## config.mk

```make
export PLATFORM = sky130hd
export DESIGN_NAME = memory_store
export DESIGN_NICKNAME = d
export VERILOG_FILES = /design/src/rtl/memory_store_pkg.sv /design/src/rtl/memory_store_align.sv /design/src/rtl/memory_store.sv
export SDC_FILE = /design/constraint.sdc
export NUM_CORES = 1
export LEC_CHECK = 0
export CAP_MARGIN = 20
export CORE_MARGIN = 1
export CORE_UTILIZATION = 40
export DETAILED_ROUTE_END_ITERATION = 7
export HOLD_SLACK_MARGIN = 0.02
export PLACE_DENSITY = 0.71
export SLEW_MARGIN = 10
export SYNTH_ARGS = -nofsm -noshare
export SYNTH_HDL_FRONTEND = slang
export SYNTH_SLANG_ARGS = --single-unit
```

## constraint.sdc

```tcl
create_clock -name clk -period 3.7 [get_ports clk]
set_clock_uncertainty 0.15 [all_clocks]
set_input_delay 1.11 -clock clk [delete_from_list [all_inputs] [get_ports clk]]
set_output_delay 1.11 -clock clk [all_outputs]
set_load 0.02 [all_outputs]
```

## src/rtl/memory_store_pkg.sv

```systemverilog
// rtl/memory_store_pkg.sv - shared size-mode and FSM state encodings for the store path
// Mode encodings are one-hot and identical to the load-side select.
package memory_store_pkg;

    localparam logic [2:0] MODE_B = 3'b001;
    localparam logic [2:0] MODE_H = 3'b010;
    localparam logic [2:0] MODE_W = 3'b100;

    localparam logic [1:0] ST_IDLE  = 2'd0;
    localparam logic [1:0] ST_BEAT0 = 2'd1;
    localparam logic [1:0] ST_BEAT1 = 2'd2;

endpackage

```

## src/rtl/memory_store_align.sv

```systemverilog
// rtl/memory_store_align.sv - combinational lane/strobe alignment for a store
// Ports:
//   data    in  32  right-justified store data
//   mode    in  3   one-hot size (byte/half/word)
//   off     in  2   byte offset within the word
//   data64  out 64  lane image across two consecutive words
//   strobe8 out 8   byte enables across two consecutive words
//   illegal out 1   mode is not one of the three legal one-hot codes
module memory_store_align
    import memory_store_pkg::*;
(
    input  logic [31:0] data,
    input  logic [2:0]  mode,
    input  logic [1:0]  off,
    output logic [63:0] data64,
    output logic [7:0]  strobe8,
    output logic        illegal
);

    logic [3:0]  mask;
    logic [31:0] data_sized;

    always_comb begin
        mask       = 4'b0000;
        data_sized = 32'h0;
        illegal    = 1'b0;
        case (mode)
            MODE_B: begin
                mask       = 4'b0001;
                data_sized = {24'h0, data[7:0]};
            end
            MODE_H: begin
                mask       = 4'b0011;
                data_sized = {16'h0, data[15:0]};
            end
            MODE_W: begin
                mask       = 4'b1111;
                data_sized = data;
            end
            default: illegal = 1'b1;
        endcase
    end

    // Upper halves of the images spill into the next word for split stores.
    assign strobe8 = {4'b0000, mask} << off;
    assign data64  = {32'h0, data_sized} << {off, 3'b000};

endmodule

```

## src/rtl/memory_store.sv

```systemverilog
// rtl/memory_store.sv - store request to word-aligned bus beats with byte strobes
// Ports:
//   clk, rst                      clock, async active-high reset
//   req_valid/req_ready           store request handshake (ready only in IDLE)
//   req_addr, req_data, req_mode  byte address, right-justified data, one-hot size
//   mem_valid/mem_ready           bus beat handshake
//   mem_addr, mem_wdata, mem_wstrb word address, lane data, byte enables
//   done, err                     completion pulse, err qualifies illegal mode
module memory_store
    import memory_store_pkg::*;
(
    input  logic        clk,
    input  logic        rst,
    input  logic        req_valid,
    output logic        req_ready,
    input  logic [31:0] req_addr,
    input  logic [31:0] req_data,
    input  logic [2:0]  req_mode,
    output logic        mem_valid,
    input  logic        mem_ready,
    output logic [31:0] mem_addr,
    output logic [31:0] mem_wdata,
    output logic [3:0]  mem_wstrb,
    output logic        done,
    output logic        err
);

    logic [1:0]  state;
    logic [31:0] data_hi;
    logic [3:0]  strb_hi;

    logic [63:0] al_data64;
    logic [7:0]  al_strobe8;
    logic        al_illegal;

    memory_store_align u_align (
        .data    (req_data),
        .mode    (req_mode),
        .off     (req_addr[1:0]),
        .data64  (al_data64),
        .strobe8 (al_strobe8),
        .illegal (al_illegal)
    );

    assign req_ready = (state == ST_IDLE);

    always_ff @(posedge clk or posedge rst) begin
        if (rst) begin
            state     <= ST_IDLE;
            data_hi   <= 32'h0;
            strb_hi   <= 4'h0;
            mem_valid <= 1'b0;
            mem_addr  <= 32'h0;
            mem_wdata <= 32'h0;
            mem_wstrb <= 4'h0;
            done      <= 1'b0;
            err       <= 1'b0;
        end else begin
            done <= 1'b0;
            err  <= 1'b0;
            case (state)
                ST_IDLE: begin
                    if (req_valid) begin
                        if (al_illegal) begin
                            // Reject without touching the bus.
                            done <= 1'b1;
                            err  <= 1'b1;
                        end else begin
                            state     <= ST_BEAT0;
                            mem_valid <= 1'b1;
                            mem_addr  <= {req_addr[31:2], 2'b00};
                            mem_wdata <= al_data64[31:0];
                            mem_wstrb <= al_strobe8[3:0];
                            data_hi   <= al_data64[63:32];
                            strb_hi   <= al_strobe8[7:4];
                        end
                    end
                end
                ST_BEAT0: begin
                    if (mem_ready) begin
                        if (strb_hi != 4'h0) begin
                            state     <= ST_BEAT1;
                            mem_addr  <= mem_addr + 32'd4;
                            mem_wdata <= data_hi;
                            mem_wstrb <= strb_hi;
                        end else begin
                            state     <= ST_IDLE;
                            mem_valid <= 1'b0;
                            mem_addr  <= 32'h0;
                            mem_wdata <= 32'h0;
                            mem_wstrb <= 4'h0;
                            done      <= 1'b1;
                        end
                    end
                end
                ST_BEAT1: begin
                    if (mem_ready) begin
                        state     <= ST_IDLE;
                        mem_valid <= 1'b0;
                        mem_addr  <= 32'h0;
                        mem_wdata <= 32'h0;
                        mem_wstrb <= 4'h0;
                        done      <= 1'b1;
                    end
                end
                default: begin
                    state     <= ST_IDLE;
                    mem_valid <= 1'b0;
                    mem_addr  <= 32'h0;
                    mem_wdata <= 32'h0;
                    mem_wstrb <= 4'h0;
                end
            endcase
        end
    end

endmodule

```

# Word-level counts from Yosys, hierarchy flattened
# Index checks and enable logic that the tools add are counted.
# Widths: inputs -> output; s select.
classes:
  addsub: 1
  eq_ne: 10
  n_shift: 2
  n_mux: 38
  n_reduce_logical: 6
op_table:
  columns: ["operator", "n"]
  rows:
  - ["$mux 32", 9]
  - ["$pmux 32 s3", 3]
  - ["$shl 32x5->64", 1]
  - ["$add 32x3->32 const B", 1]
  - ["$pmux 4 s3", 2]
  - ["$mux 4", 5]
  - ["$mux 1", 11]
  - ["$mux 2", 5]
  - ["$ne 2x2->1 const B", 5]
  - ["$shl 4x2->8", 1]
  - ["$pmux 1 s3", 2]
  - ["$pmux 2 s3", 1]
  - ["$reduce_and 5->1", 1]
  - ["$reduce_and 4->1", 1]
  - ["$reduce_bool 4->1", 1]
  - ["$eq 3x1->1 const B", 1]
  - ["$eq 3x2->1 const B", 1]
  - ["$eq 3x3->1 const B", 1]
  - ["$reduce_and 3->1", 1]
  - ["$reduce_or 3->1", 1]
  - ["$eq 2x1->1 const B", 1]
  - ["$eq 2x2->1 const B", 1]
  - ["$logic_not 2->1", 1]
totals:
  reg_bits: 109
  inputBits: 71
  output_inout_bits: 72
  elab_cells: 66

# Logic depth before layout (Yosys ltp)
depth:
  ltp_word: 6
  depth_mapped: 8
  ltp_nobuf: 6

# Cells and area by module
# From an unflattened synthesis, not the netlist that was laid out.
unflattened:
  cells_unflattened: 754
  area_unflattened_um2: 6421.2
modules_own_cells:
  columns: ["mod", "instances", "cells_each", "area_per_inst_um2", "seq_area_each_um2"]
  rows:
  - ["memory_store", 1, 580, 5137.4, 2677.6]
  - ["memory_store_align", 1, 174, 1283.7, 0.0]

# Least setup slack after synthesis
# No wires, ideal clock.
synth_timing:
  path_kind: "input port to flip-flop"
  from: "input req_mode[0]"
  to: "register mem_addr[10]"
  setup_ns: 0.126
  arrival_time_ns: 2.575
  required_ns: 3.424
  setup_slack_ns: 0.849
  path_stages: 8
  path_buffers: 3
  cell_sequence: "clkbuf_1 -> xor2_1 -> o211ai_1 -> clkbuf_1 -> nand2_1 -> clkbuf_1 -> nand2_1 -> a221o_1"
synth_between:
  elab_chain_cells: 4
  word_cells_on_any_way: 6
  classes_between: "eq/ne (4); reduce/logical (2)"
synth_lines:
  columns: ["item", "line_no", "rtl"]
  rows:
  - ["start: declaration", "memory_store.sv:18", "input logic [2:0] req_mode,"]
  - ["$eq 3x1->1, or another cell as far along", "memory_store_align.sv:27", "case (mode)"]
  - ["$reduce_or 3->1 (no source line) (*)", null, null]
  - ["$ne 2x2->1 (no source line) (*)", null, null]
  - ["$reduce_and 4->1 (no source line) (*)", null, null]
  - ["end signal: assignment", "memory_store.sv:71", "mem_addr <= {req_addr[31:2], 2'b00};"]
  - ["end signal: assignment", "memory_store.sv:83", "mem_addr <= mem_addr + 32'd4;"]
  - ["end: declaration", "memory_store.sv:21", "output logic [31:0] mem_addr,"]
# Mark *: on every way between the ends. The rest lies on a longest branch, timed or not.
# A chain may end at the register's enable or synchronous reset.

# Worst setup path after layout
layout_timing:
  from: "input req_mode[2]"
  to: "register mem_wdata[9]"
layout_between:
  elab_chain_cells: 6
  word_cells_on_any_way: 11
  classes_between: "eq/ne (4); shift (1); mux (4); reduce/logical (2)"
layout_lines:
  columns: ["item", "line_no", "rtl"]
  rows:
  - ["$eq 3x3->1, or another cell as far along", "memory_store_align.sv:27", null]
  - ["$pmux 32 s3", "memory_store_align.sv:27", null]
  - ["$shl 32x5->64", "memory_store_align.sv:46", "assign data64 = {32'h0, data_sized} << {off, 3'b000};"]
  - ["$mux 32", "memory_store.sv:64", "if (al_illegal) begin"]
  - ["$mux 32", "memory_store.sv:63", "if (req_valid) begin"]
  - ["$pmux 32 s3", "memory_store.sv:61", "case (state)"]
  - ["end signal: assignment", "memory_store.sv:72", "mem_wdata <= al_data64[31:0];"]
  - ["end signal: assignment", "memory_store.sv:84", "mem_wdata <= data_hi;"]
  - ["end: declaration", "memory_store.sv:22", "output logic [31:0] mem_wdata,"]
# Parallel ways exist; a longest one is shown, timed or not. The select of a mux whose other input is x is not followed.

==> run metrics <==
max_cap viols 0; number of buffers created by CTS 9; initial antenna violation count 0; Synth Area in Simple Gates 0.175; clock slew seen by the registers of the worst setup and hold paths approximately 0.060 ns; Worst Hold Class reg2reg; Pleak ~3 nW; PortBufs between 100 and 150; CP Cell Sequence clkdlybuf4s50_1 -> or3b_1 -> o21ai_0 -> nand4_1 -> o21ai_0; CTS resizes 0; Final ANT Viol Nets 0; synthesis-to-layout area growth 36.1%; Setup WS pre-CTS approximately 0.26 ns; CTS Sinks between 90 and 100; Distinct cells, synth 59; GP Congestion 0.959; Tmin final a little over 3 ns; Post-synth EDFFs 0; Tcrit/Tclk final 0.838; PD cells ~560 nW/um^2; proportion of layout cells with a drive suffix above 1 0.0693; Final setup viols 0; die area ~14,000 sq um; Async S/R FF share, synth 1.00; Antenna diodes 0; first-pass GRT wire length about 28 mm; TritonCTS clock tree built; final net count roughly 800; Critical Path Source Type input port; cell taking the most area after synthesis dfrtp_1; Slew Limit Fails 0; Post-CTS Hold Buffers 0; Total Wirelength 17.4 mm; Die Y between 100 and 150 microns; Max clock buf depth 2; Final Hold Violating Endpoints 0; Req. time, crit path ~3.8 ns; main combinational cell family by area after synthesis compound AO/OA/AOI/OAI gates; clk_lat worst skew between 0.3 and 0.4 ns; crit end category flip-flop; sequential share of the synthesized area 0.457; I/O Pins approximately 140; H-tree depth 3; via count approximately 5,400; top fanout value on the critical path 10; wire per inst about 19 microns; Slew HR 0.491; R2R Setup Slk approximately 1.1 ns; Die Wd about 120 microns; # Post-CTS Setup Buffers 0; root buffer cell clkbuf_16; VDD IR-drop max between 0.0002 and 0.0003 V; global route total overflow 0; TNS Setup 0 ns; RSZ-0062 raised after global routing no; Compound-Gate Fraction of Synth Area 0.265; Tot GR Track Use 0.252; Fmax between 300 and 400 MHz; Starting Density 0.417; Final WS setup around 0.6 ns; Post-Synth Adder-Cell Area 0.00233; Post-Synthesis Cells roughly 600; Worst-Margin Slew roughly 0.76 ns; mux cell area share after synthesis 0.0340; ys flop type dfrtp_1; top cells by area, synth dfrtp_1 46%, o21ai_0 5.9%, a22oi_1 5.6%; delay of the slowest critical-path stage roughly 0.66 ns; YS warnings 0; CP dominant cell by count o21ai_0; Fillers ~1,100; top cell type's share of synthesized area 0.457; Placement Rows between 40 and 50; largest net degree at the start of global routing 73; synthesized cell area approximately 5400 sq um; #FFs+latches synth about 100; core area 12,900 sq um; Synth Area in XOR/XNOR 0.0130; Iteration-0 DRC Markers between 500 and 600; dpl hpwl approximately 12 mm; Vias/cell 5.98; Detailed Routing Iterations Pass 1 5; crit path kind in2reg; CP max stage cell clkdlybuf4s50_1; Mean Syn Cell Area between 8 and 9 sq um; vias in the first global route ~5,300; critical path arrival 3.21 ns; status finished, final reports clean; DRC Markers 0
-- area by class of cell --
class,count,area (sq um),share of cell area
Clock buffer,12,256,0.0351
Clock inverter,3,15.0,0.00205
Inverter,28,109,0.0149
Multi-Input combinational cell,429,2640,0.361
Sequential cell,98,2450,0.336
Tap cell,172,215,0.0294
Timing Repair Buffer,166,1620,0.222
-- critical path: cells and delay by family --
family          cells  cell delay [ns]
buf+inv             1             0.66
compound gates      2             0.49
simple gates        2             0.94
-- per-layer routing --
| layer | vias up | wire length (microns) | GRT usage |
|---|---|---|---|
| met1 | 2574 | 7220 | 0.331 |
| met5 | - | 0 | 0 |
| met2 | 329 | 8190 | 0.412 |
| met3 | 30 | 1590 | 0.0426 |
| li1 | 2500 | - | - |
| met4 | 0 | 392 | 0.103 |
-- kinds of logic after synthesis --
kind of cell,count (synthesis)
xor+xnor,8
buf+inv,72
flops,98
simple gates,194
other cells,1
compound gates,206
fa+ha+maj,1
mux,18
-- cells in the mapped netlist (8+ instances only) --
cell type and n:
a21oi_1 18, a221oi_1 9, a222oi_1 8, a22o_1 10, a22oi_1 40, clkbuf_1 39, dfrtp_1 98, inv_1 28
mux2i_1 16, nand2_1 55, nand3_1 20, nand4_1 8, nor2_1 54, nor3_1 16, nor4_1 11, o211ai_1 8
o21ai_0 63, o32ai_1 8
-- sequential cells by signal, summed over array words and instances, names as in the netlist --
name / flops
mem_wdata: 32
mem_addr: 30
data_hi: 24
mem_wstrb: 4
strb_hi: 3
state: 2
done: 1
err: 1
mem_valid: 1
-- placed cells by master (no fill, tap or decap), drive strengths merged, types with 6 or more instances in the layout --
cell / Yosys / routed
clkbuf: 39 / 12
a221oi: 9 / 9
nor3: 16 / 16
inv: 28 / 27
nand4: 9 / 9
a22o: 10 / 10
clkdlybuf4s50: 0 / 140
dfrtp: 98 / 98
a222oi: 8 / 8
o211ai: 8 / 8
xnor2: 6 / 6
nand3: 21 / 21
nor4: 12 / 12
nand3b: 6 / 6
nand2: 55 / 55
o21ai: 64 / 64
buf: 5 / 26
o32ai: 8 / 8
a21oi: 18 / 18
a22oi: 40 / 40
o22ai: 6 / 6
nor2: 54 / 54
mux2i: 16 / 16
-- metrics by stage --
step            util  hold WS (ns)  power (mW)  area [sq um]  std cells
2_1_floorplan      -         0.290        2.42          5380        599
3_3_place_gp   0.547         0.303        3.18          7040        893
3_5_place_dp   0.547         0.316        3.22          7040        893
4_1_cts        0.568         0.331        4.11          7310        908
5_1_grt        0.568         0.351        4.30          7310        908
6_report       0.568         0.328        4.10          7310        908
-- final timing paths --
check / start / endpoint / depth (start not counted)
max: req_mode[2] / mem_wdata[9] / 5
min: data_hi[9] / data_hi[9] / 2
max reg2reg: mem_addr[2] / mem_addr[24] / 6
min reg2reg: data_hi[9] / data_hi[9] / 2
max in group asynchronous: rst / data_hi[11] / 3
min in group asynchronous: rst / mem_addr[28] / 3
-- power breakdown --
| part | internal [mW] | switching (mW) |
|---|---|---|
| registers | 1.33 | 0.339 |
| logic | 0.720 | 0.831 |
| clock network | 0.486 | 0.396 |
No activity file was read; power rests on OpenSTA's default activity.
